===== src/rtl/eth_pkg.sv =====
// Shared types and constants for the Ethernet transmit path.
// Holds the framer state encoding and the FCS byte selector.
package eth_pkg;

    typedef enum logic [2:0] {
        ST_IDLE,
        ST_PRE,
        ST_SFD,
        ST_DATA,
        ST_PAD,
        ST_FCS,
        ST_IFG,
        ST_ERR
    } eth_tx_state_t;

    localparam logic [7:0]  ETH_PREAMBLE    = 8'h55;
    localparam logic [7:0]  ETH_SFD         = 8'hD5;
    localparam int          ETH_MIN_LEN     = 60;
    localparam int          ETH_IFG         = 12;
    localparam logic [31:0] ETH_CRC_RESIDUE = 32'hDEBB20E3;
    localparam logic [31:0] ETH_CRC_POLY    = 32'hEDB88320;

    // FCS goes out complemented, least significant byte first
    function automatic logic [7:0] fcs_byte(input logic [31:0] crc,
                                            input logic [1:0]  idx);
        logic [31:0] s;
        s = ~crc >> {idx, 3'b000};
        return s[7:0];
    endfunction

endpackage


===== src/rtl/eth_crc32_8.sv =====
// Byte-wide reflected CRC-32 register (poly 0xEDB88320).
// Synchronous clear to all-ones has priority over the update.
module eth_crc32_8
    import eth_pkg::*;
(
    input  logic        clk,
    input  logic        rst_n,
    input  logic        en,
    input  logic        rst,
    input  logic [7:0]  din,
    output logic [31:0] crc
);

    logic [31:0] crc_q;
    logic [31:0] crc_d;

    always_comb begin
        crc_d = crc_q;
        if (rst) begin
            crc_d = '1;
        end else if (en) begin
            crc_d = crc_q ^ {24'h0, din};
            for (int i = 0; i < 8; i++) begin
                crc_d = crc_d[0] ? ((crc_d >> 1) ^ ETH_CRC_POLY)
                                 : (crc_d >> 1);
            end
        end
    end

    always_ff @(posedge clk or negedge rst_n) begin
        if (!rst_n) crc_q <= '1;
        else        crc_q <= crc_d;
    end

    assign crc = crc_q;

endmodule


===== src/rtl/eth_tx_framer.sv =====
// Ethernet TX framer: preamble, SFD, data, pad, FCS and IFG,
// paced one byte per tx_ready strobe from the PHY serializer.
module eth_tx_framer
    import eth_pkg::*;
#(
    parameter int MIN_LEN   = ETH_MIN_LEN,
    parameter int IFG_BYTES = ETH_IFG
) (
    input  logic       clk,
    input  logic       rst_n,
    input  logic [7:0] s_data,
    input  logic       s_valid,
    input  logic       s_last,
    output logic       s_ready,
    input  logic       tx_ready,
    output logic [7:0] txd,
    output logic       tx_en,
    output logic       tx_err
);

    localparam logic [6:0] MIN_L    = 7'(MIN_LEN);
    localparam logic [7:0] IFG_LAST = 8'(IFG_BYTES - 1);

    eth_tx_state_t state_q, state_d;
    logic [7:0]    txd_q, txd_d;
    logic          tx_en_q, tx_en_d;
    logic          tx_err_q, tx_err_d;
    logic [2:0]    pre_q, pre_d;
    logic [6:0]    cnt_q, cnt_d;
    logic          last_q, last_d;
    logic [1:0]    fcs_q, fcs_d;
    logic [7:0]    ifg_q, ifg_d;

    logic          crc_en;
    logic          crc_rst;
    logic [7:0]    crc_din;
    logic [31:0]   crc;

    logic idle_st, pre_st, acc_st, cls_st;
    logic fcs_st, ifg_st, err_st;
    logic [6:0] cnt_inc;

    assign idle_st = (state_q == ST_IDLE);
    assign pre_st  = (state_q == ST_PRE);
    // SFD or non-final data on txd: next strobe takes a source byte
    assign acc_st  = (state_q == ST_SFD) ||
                     ((state_q == ST_DATA) && !last_q);
    assign cls_st  = ((state_q == ST_DATA) && last_q) ||
                     (state_q == ST_PAD);
    assign fcs_st  = (state_q == ST_FCS);
    assign ifg_st  = (state_q == ST_IFG);
    assign err_st  = (state_q == ST_ERR);
    assign cnt_inc = (cnt_q == 7'h7F) ? cnt_q : cnt_q + 7'd1;

    assign s_ready = tx_ready && acc_st;

    always_comb begin
        state_d  = state_q;
        txd_d    = txd_q;
        tx_en_d  = tx_en_q;
        tx_err_d = tx_err_q;
        pre_d    = pre_q;
        cnt_d    = cnt_q;
        last_d   = last_q;
        fcs_d    = fcs_q;
        ifg_d    = ifg_q;
        crc_en   = 1'b0;
        crc_rst  = 1'b0;
        crc_din  = 8'h00;
        unique case (1'b1)
            idle_st: begin
                txd_d    = 8'h00;
                tx_en_d  = 1'b0;
                tx_err_d = 1'b0;
                if (s_valid) begin
                    state_d = ST_PRE;
                    txd_d   = ETH_PREAMBLE;
                    tx_en_d = 1'b1;
                    pre_d   = 3'd0;
                end
            end
            pre_st: if (tx_ready) begin
                if (pre_q == 3'd6) begin
                    state_d = ST_SFD;
                    txd_d   = ETH_SFD;
                    crc_rst = 1'b1;
                    cnt_d   = 7'd0;
                    last_d  = 1'b0;
                end else begin
                    pre_d = pre_q + 3'd1;
                end
            end
            acc_st: if (tx_ready) begin
                if (s_valid) begin
                    state_d = ST_DATA;
                    txd_d   = s_data;
                    last_d  = s_last;
                    crc_en  = 1'b1;
                    crc_din = s_data;
                    cnt_d   = cnt_inc;
                end else begin
                    state_d  = ST_ERR;
                    txd_d    = 8'h00;
                    tx_err_d = 1'b1;
                end
            end
            cls_st: if (tx_ready) begin
                if (cnt_q < MIN_L) begin
                    state_d = ST_PAD;
                    txd_d   = 8'h00;
                    crc_en  = 1'b1;
                    cnt_d   = cnt_inc;
                end else begin
                    state_d = ST_FCS;
                    txd_d   = fcs_byte(crc, 2'd0);
                    fcs_d   = 2'd0;
                end
            end
            fcs_st: if (tx_ready) begin
                if (fcs_q == 2'd3) begin
                    state_d = ST_IFG;
                    txd_d   = 8'h00;
                    tx_en_d = 1'b0;
                    ifg_d   = 8'd0;
                end else begin
                    fcs_d = fcs_q + 2'd1;
                    txd_d = fcs_byte(crc, fcs_q + 2'd1);
                end
            end
            ifg_st: if (tx_ready) begin
                if (ifg_q == IFG_LAST) state_d = ST_IDLE;
                else                   ifg_d   = ifg_q + 8'd1;
            end
            err_st: if (tx_ready) begin
                state_d  = ST_IFG;
                txd_d    = 8'h00;
                tx_en_d  = 1'b0;
                tx_err_d = 1'b0;
                ifg_d    = 8'd0;
            end
            default: ;
        endcase
    end

    always_ff @(posedge clk or negedge rst_n) begin
        if (!rst_n) begin
            state_q  <= ST_IDLE;
            txd_q    <= 8'h00;
            tx_en_q  <= 1'b0;
            tx_err_q <= 1'b0;
            pre_q    <= 3'd0;
            cnt_q    <= 7'd0;
            last_q   <= 1'b0;
            fcs_q    <= 2'd0;
            ifg_q    <= 8'd0;
        end else begin
            state_q  <= state_d;
            txd_q    <= txd_d;
            tx_en_q  <= tx_en_d;
            tx_err_q <= tx_err_d;
            pre_q    <= pre_d;
            cnt_q    <= cnt_d;
            last_q   <= last_d;
            fcs_q    <= fcs_d;
            ifg_q    <= ifg_d;
        end
    end

    eth_crc32_8 u_crc (
        .clk   (clk),
        .rst_n (rst_n),
        .en    (crc_en),
        .rst   (crc_rst),
        .din   (crc_din),
        .crc   (crc)
    );

    assign txd    = txd_q;
    assign tx_en  = tx_en_q;
    assign tx_err = tx_err_q;

endmodule


===== config.mk =====
export PLATFORM = sky130hd
export DESIGN_NAME = eth_tx_framer
export DESIGN_NICKNAME = d
export VERILOG_FILES = /design/src/rtl/eth_pkg.sv /design/src/rtl/eth_crc32_8.sv /design/src/rtl/eth_tx_framer.sv
export SDC_FILE = /design/constraint.sdc
export NUM_CORES = 1
export LEC_CHECK = 0
export CORE_MARGIN = 1
export CORE_UTILIZATION = 66
export CTS_CLUSTER_SIZE = 16
export DETAILED_ROUTE_END_ITERATION = 12
export GPL_TIMING_DRIVEN = 0
export PLACE_DENSITY = 0.87
export SLEW_MARGIN = 15
export SYNTH_ARGS = -nofsm -noshare
export SYNTH_HDL_FRONTEND = slang
export SYNTH_SLANG_ARGS = --single-unit

===== constraint.sdc =====
create_clock -name clk -period 2.88 [get_ports clk]
set_input_delay 0.72 -clock clk [delete_from_list [all_inputs] [get_ports clk]]
set_output_delay 0.72 -clock clk [all_outputs]
set_load 0.01 [all_outputs]

==> impl_metrics.py <==
metrics = {
    "grt": {
        "antenna_found_initial": 0,
        "grtUsageTotal_pct": 36.7,
        "grt_pass1_wl_mm": 21.2,
        "grt_max_degree": 36,
        "grt_pass1_vias": 4249,
        "overflow": 0,
    },
    "clock_network": {
        "insertion_delay_ps": 350,
        "cts_made_buffers": 9,
        "cts_tree": "done",
        "cts.sinks": 66,
        "cts_root_buf": "clkbuf_8",
        "htreeDepth": 3,
        "clk_pin_slew_ps": 70,
        "clk_path_buf_depth": 2,
        "post-cts-setup-buffers": 0,
    },
    "timing": {
        "hold_viol_final": 0,
        "drv_slew": 0,
        "setup_violations": 0,
        "tightestPinTransition_ps": 799,
        "fmax_mhz": 364,
        "slew_headroom_pct": 46.8,
        "fin_crit_sh_pct": 95.4,
        "finClkSkew_ps": 5.99,
        "rsz0062_at_grt": "no",
        "period_needed_ps": 2750,
        "fin_tns_setup_ps": 0,
    },
    "synthesis": {
        "seq_area_frac_synth_pct": 34.3,
        "ys_seq_elements": 66,
        "syn-mean-instance-area_um2": 9.73,
        "synth_cells": 507,
        "yosysUniqueCellTypes": 69,
        "synth_top_area_share_pct": 17.3,
        "synth_edf_count": 0,
        "synth-async-reset-ratio_pct": 100,
        "synth_top_cell_by_area": "dfrtp_1",
        "synth_area_leaders": "dfrtp_1, dfstp_2, xnor2_1",
        "synth_fp_nets": 525,
        "synth-main-ff-cell": "dfrtp_1",
        "yosys_warnings": 0,
        "syn_area_um2": 4930,
    },
    "run": {
        "max_cap_viol_count": 0,
    },
    "cells_and_area": {
        "fin_area_um2": 5470,
        "fin_nets": 554,
        "syn_to_final_growth_pct": 10.9,
        "diodes": 0,
        "drive_gt1_share_pct": 21.6,
        "fillCellCount": 515,
    },
    "worst_hold_path": {
        "min_path_type": "in -> async",
    },
    "place": {
        "port_buffers": 17,
        "place_area_um2": 5240,
        "place_congestion": 0.956,
        "dpl.hpwl_mm": 9.40,
    },
    "setup_path": {
        "cp_top_family": "buffers and inverters",
        "critPathLaunchType": "register",
        "worst-path-buf-inv": 3,
        "cp_max_fo": 10,
        "arrival_ps": 2030,
        "required_ps": 2160,
        "endpoint_kind": "output port",
        "crit_type": "reg -> out",
        "cp_cell_sequence": "clkbuf_4 > buf_4 > and2b_2 > nand2_2 > nor2_1 > clkdlybuf4s50_1",
        "slowest_stage": "clkdlybuf4s50_1",
        "critPathMaxStageDelay_ps": 540,
    },
    "floorplan": {
        "die_w_um": 88.4,
        "core_area_um2": 7250,
        "die-area_um2": 7820,
        "pin_count": 24,
        "chipHeight_um": 88.4,
        "start_util_pct": 68.0,
        "row_count": 31,
    },
    "pwr": {
        "pwr_density_cell_nw_per_um2": 1480,
        "p_leak_uw": 0.00217,
        "ir_drop_uv": 1150,
    },
    "detailed_routing": {
        "antenna_left": 0,
        "routed_wl_mm": 13.1,
        "wl_per_cell_um": 20.4,
        "vias": 4111,
        "drcViolationCount": 0,
        "firstDrtPassIters": 4,
        "drt-initial-drc-count": 323,
        "via_per_inst": 6.42,
    },
    "outcome": {
        "status": "finished clean",
    },
}
==> synthesized netlist by cell type (6+ instances only) <==
library cell / n
nand3_1: 14
o31ai_1: 6
nor2_1: 39
nand2_1: 29
xor2_1: 19
mux4_2: 8
nor3_1: 38
clkbuf_1: 8
buf_2: 18
buf_4: 7
o21ai_0: 22
inv_1: 11
a21oi_1: 42
o22ai_1: 7
dfstp_2: 32
xnor2_1: 73
dfrtp_1: 34
==> report_power, final <==
group | switching, uW | internal [uW]
registers | 297 | 1470
clock network | 369 | 508
logic | 2880 | 2570
==> timing repair <==
item	4_1_cts	5_1_grt
resized for setup	1	4
hold buffers	0	0
setup endpoints to repair	1	1
==> per-stage QoR <==
stage / util (%) / setup WS, ps / cells / total power [uW] / hold WS (ps)
2_1_floorplan: - / 720 / 507 / 5840 / 424
3_3_place_gp: 72.1 / -1010 / 623 / 6820 / 496
3_5_place_dp: 72.3 / -97.1 / 624 / 7040 / 499
4_1_cts: 75.3 / 13.9 / 640 / 7980 / 314
5_1_grt: 75.4 / 20.0 / 640 / 8490 / 328
6_report: 75.4 / 131 / 640 / 8100 / 295
==> layer usage <==
layer	share of wire [%]	track usage [%]	routed length, um	up-vias
met5	0	0	0	-
met4	5.2	21.1	685	0
met3	6.8	8.21	883	60
met2	49	62.1	6430	207
met1	39	43.2	5060	2012
li1	-	-	-	1832
==> sequential cells by signal, indices dropped and copies added (netlist names) <==
| name | count |
|---|---|
| state_q | 3 |
| fcs_q | 2 |
| last_q | 1 |
| tx_en | 1 |
| ifg_q | 8 |
| u_crc.crc | 32 |
| cnt_q | 7 |
| txd | 8 |
| tx_err | 1 |
| pre_q | 3 |
==> path summary, 6_finish.rpt <==
path | from | endpoint | slack, ps | cells after the start
worst max-delay path | state_q[1] | s_ready | 130 | 6
worst min-delay path | rst_n | last_q | 290 | 1
worst max register to register | fcs_q[0] | txd[5] | 490 | 6
worst min register to register | txd[4] | txd[4] | 510 | 1
max in group asynchronous | rst_n | u_crc.crc[0] | 1970 | 2
min in group clk | txd[4] | txd[4] | 510 | 1
==> cells by family after synthesis <==
family / synth area share, %
XOR/XNOR: 24.4
AND/OR/NAND/NOR: 16.8
flip-flops: 34.3
AO/OA/AOI/OAI: 14.1
multiplexers: 4.11
buffers and inverters: 5.00
adder cells (fa/ha/maj): 1.27
==> cell type report <==
class / instances / area [um^2] / area share (%)
Timing Repair Buffer: 18 / 188 / 3.43
Multi-Input combinational cell: 391 / 3000 / 54.8
Sequential cell: 66 / 1690 / 30.9
Clock buffer: 11 / 141 / 2.58
Inverter: 12 / 45.0 / 0.823
Buffer: 38 / 206 / 3.77
Clock inverter: 5 / 77.6 / 1.42
Tap cell: 99 / 124 / 2.26
==> cell usage in the layout (no fill, tap or decap), types with 3 or more instances in the layout <==
cell / n
xor2_2: 3
buf_2: 16
o22ai_1: 7
nand2_1: 28
nand3_1: 14
nor2b_1: 4
nor3b_1: 3
clkbuf_8: 10
xnor2_1: 73
xnor2_4: 3
ha_1: 5
dfstp_2: 32
o22a_1: 5
buf_4: 9
clkbuf_1: 9
xor2_1: 19
xnor2_2: 5
o211ai_1: 3
inv_1: 11
xnor3_1: 3
a31oi_1: 3
o21ai_0: 22
nand2b_1: 3
dfrtp_1: 34
nor2_1: 39
o21bai_1: 3
o31ai_1: 6
a21oi_1: 42
nor3_1: 38
and3_1: 4
clkdlybuf4s50_1: 16
xor3_1: 5
mux4_2: 8
Power figures use the tool's default switching activity.
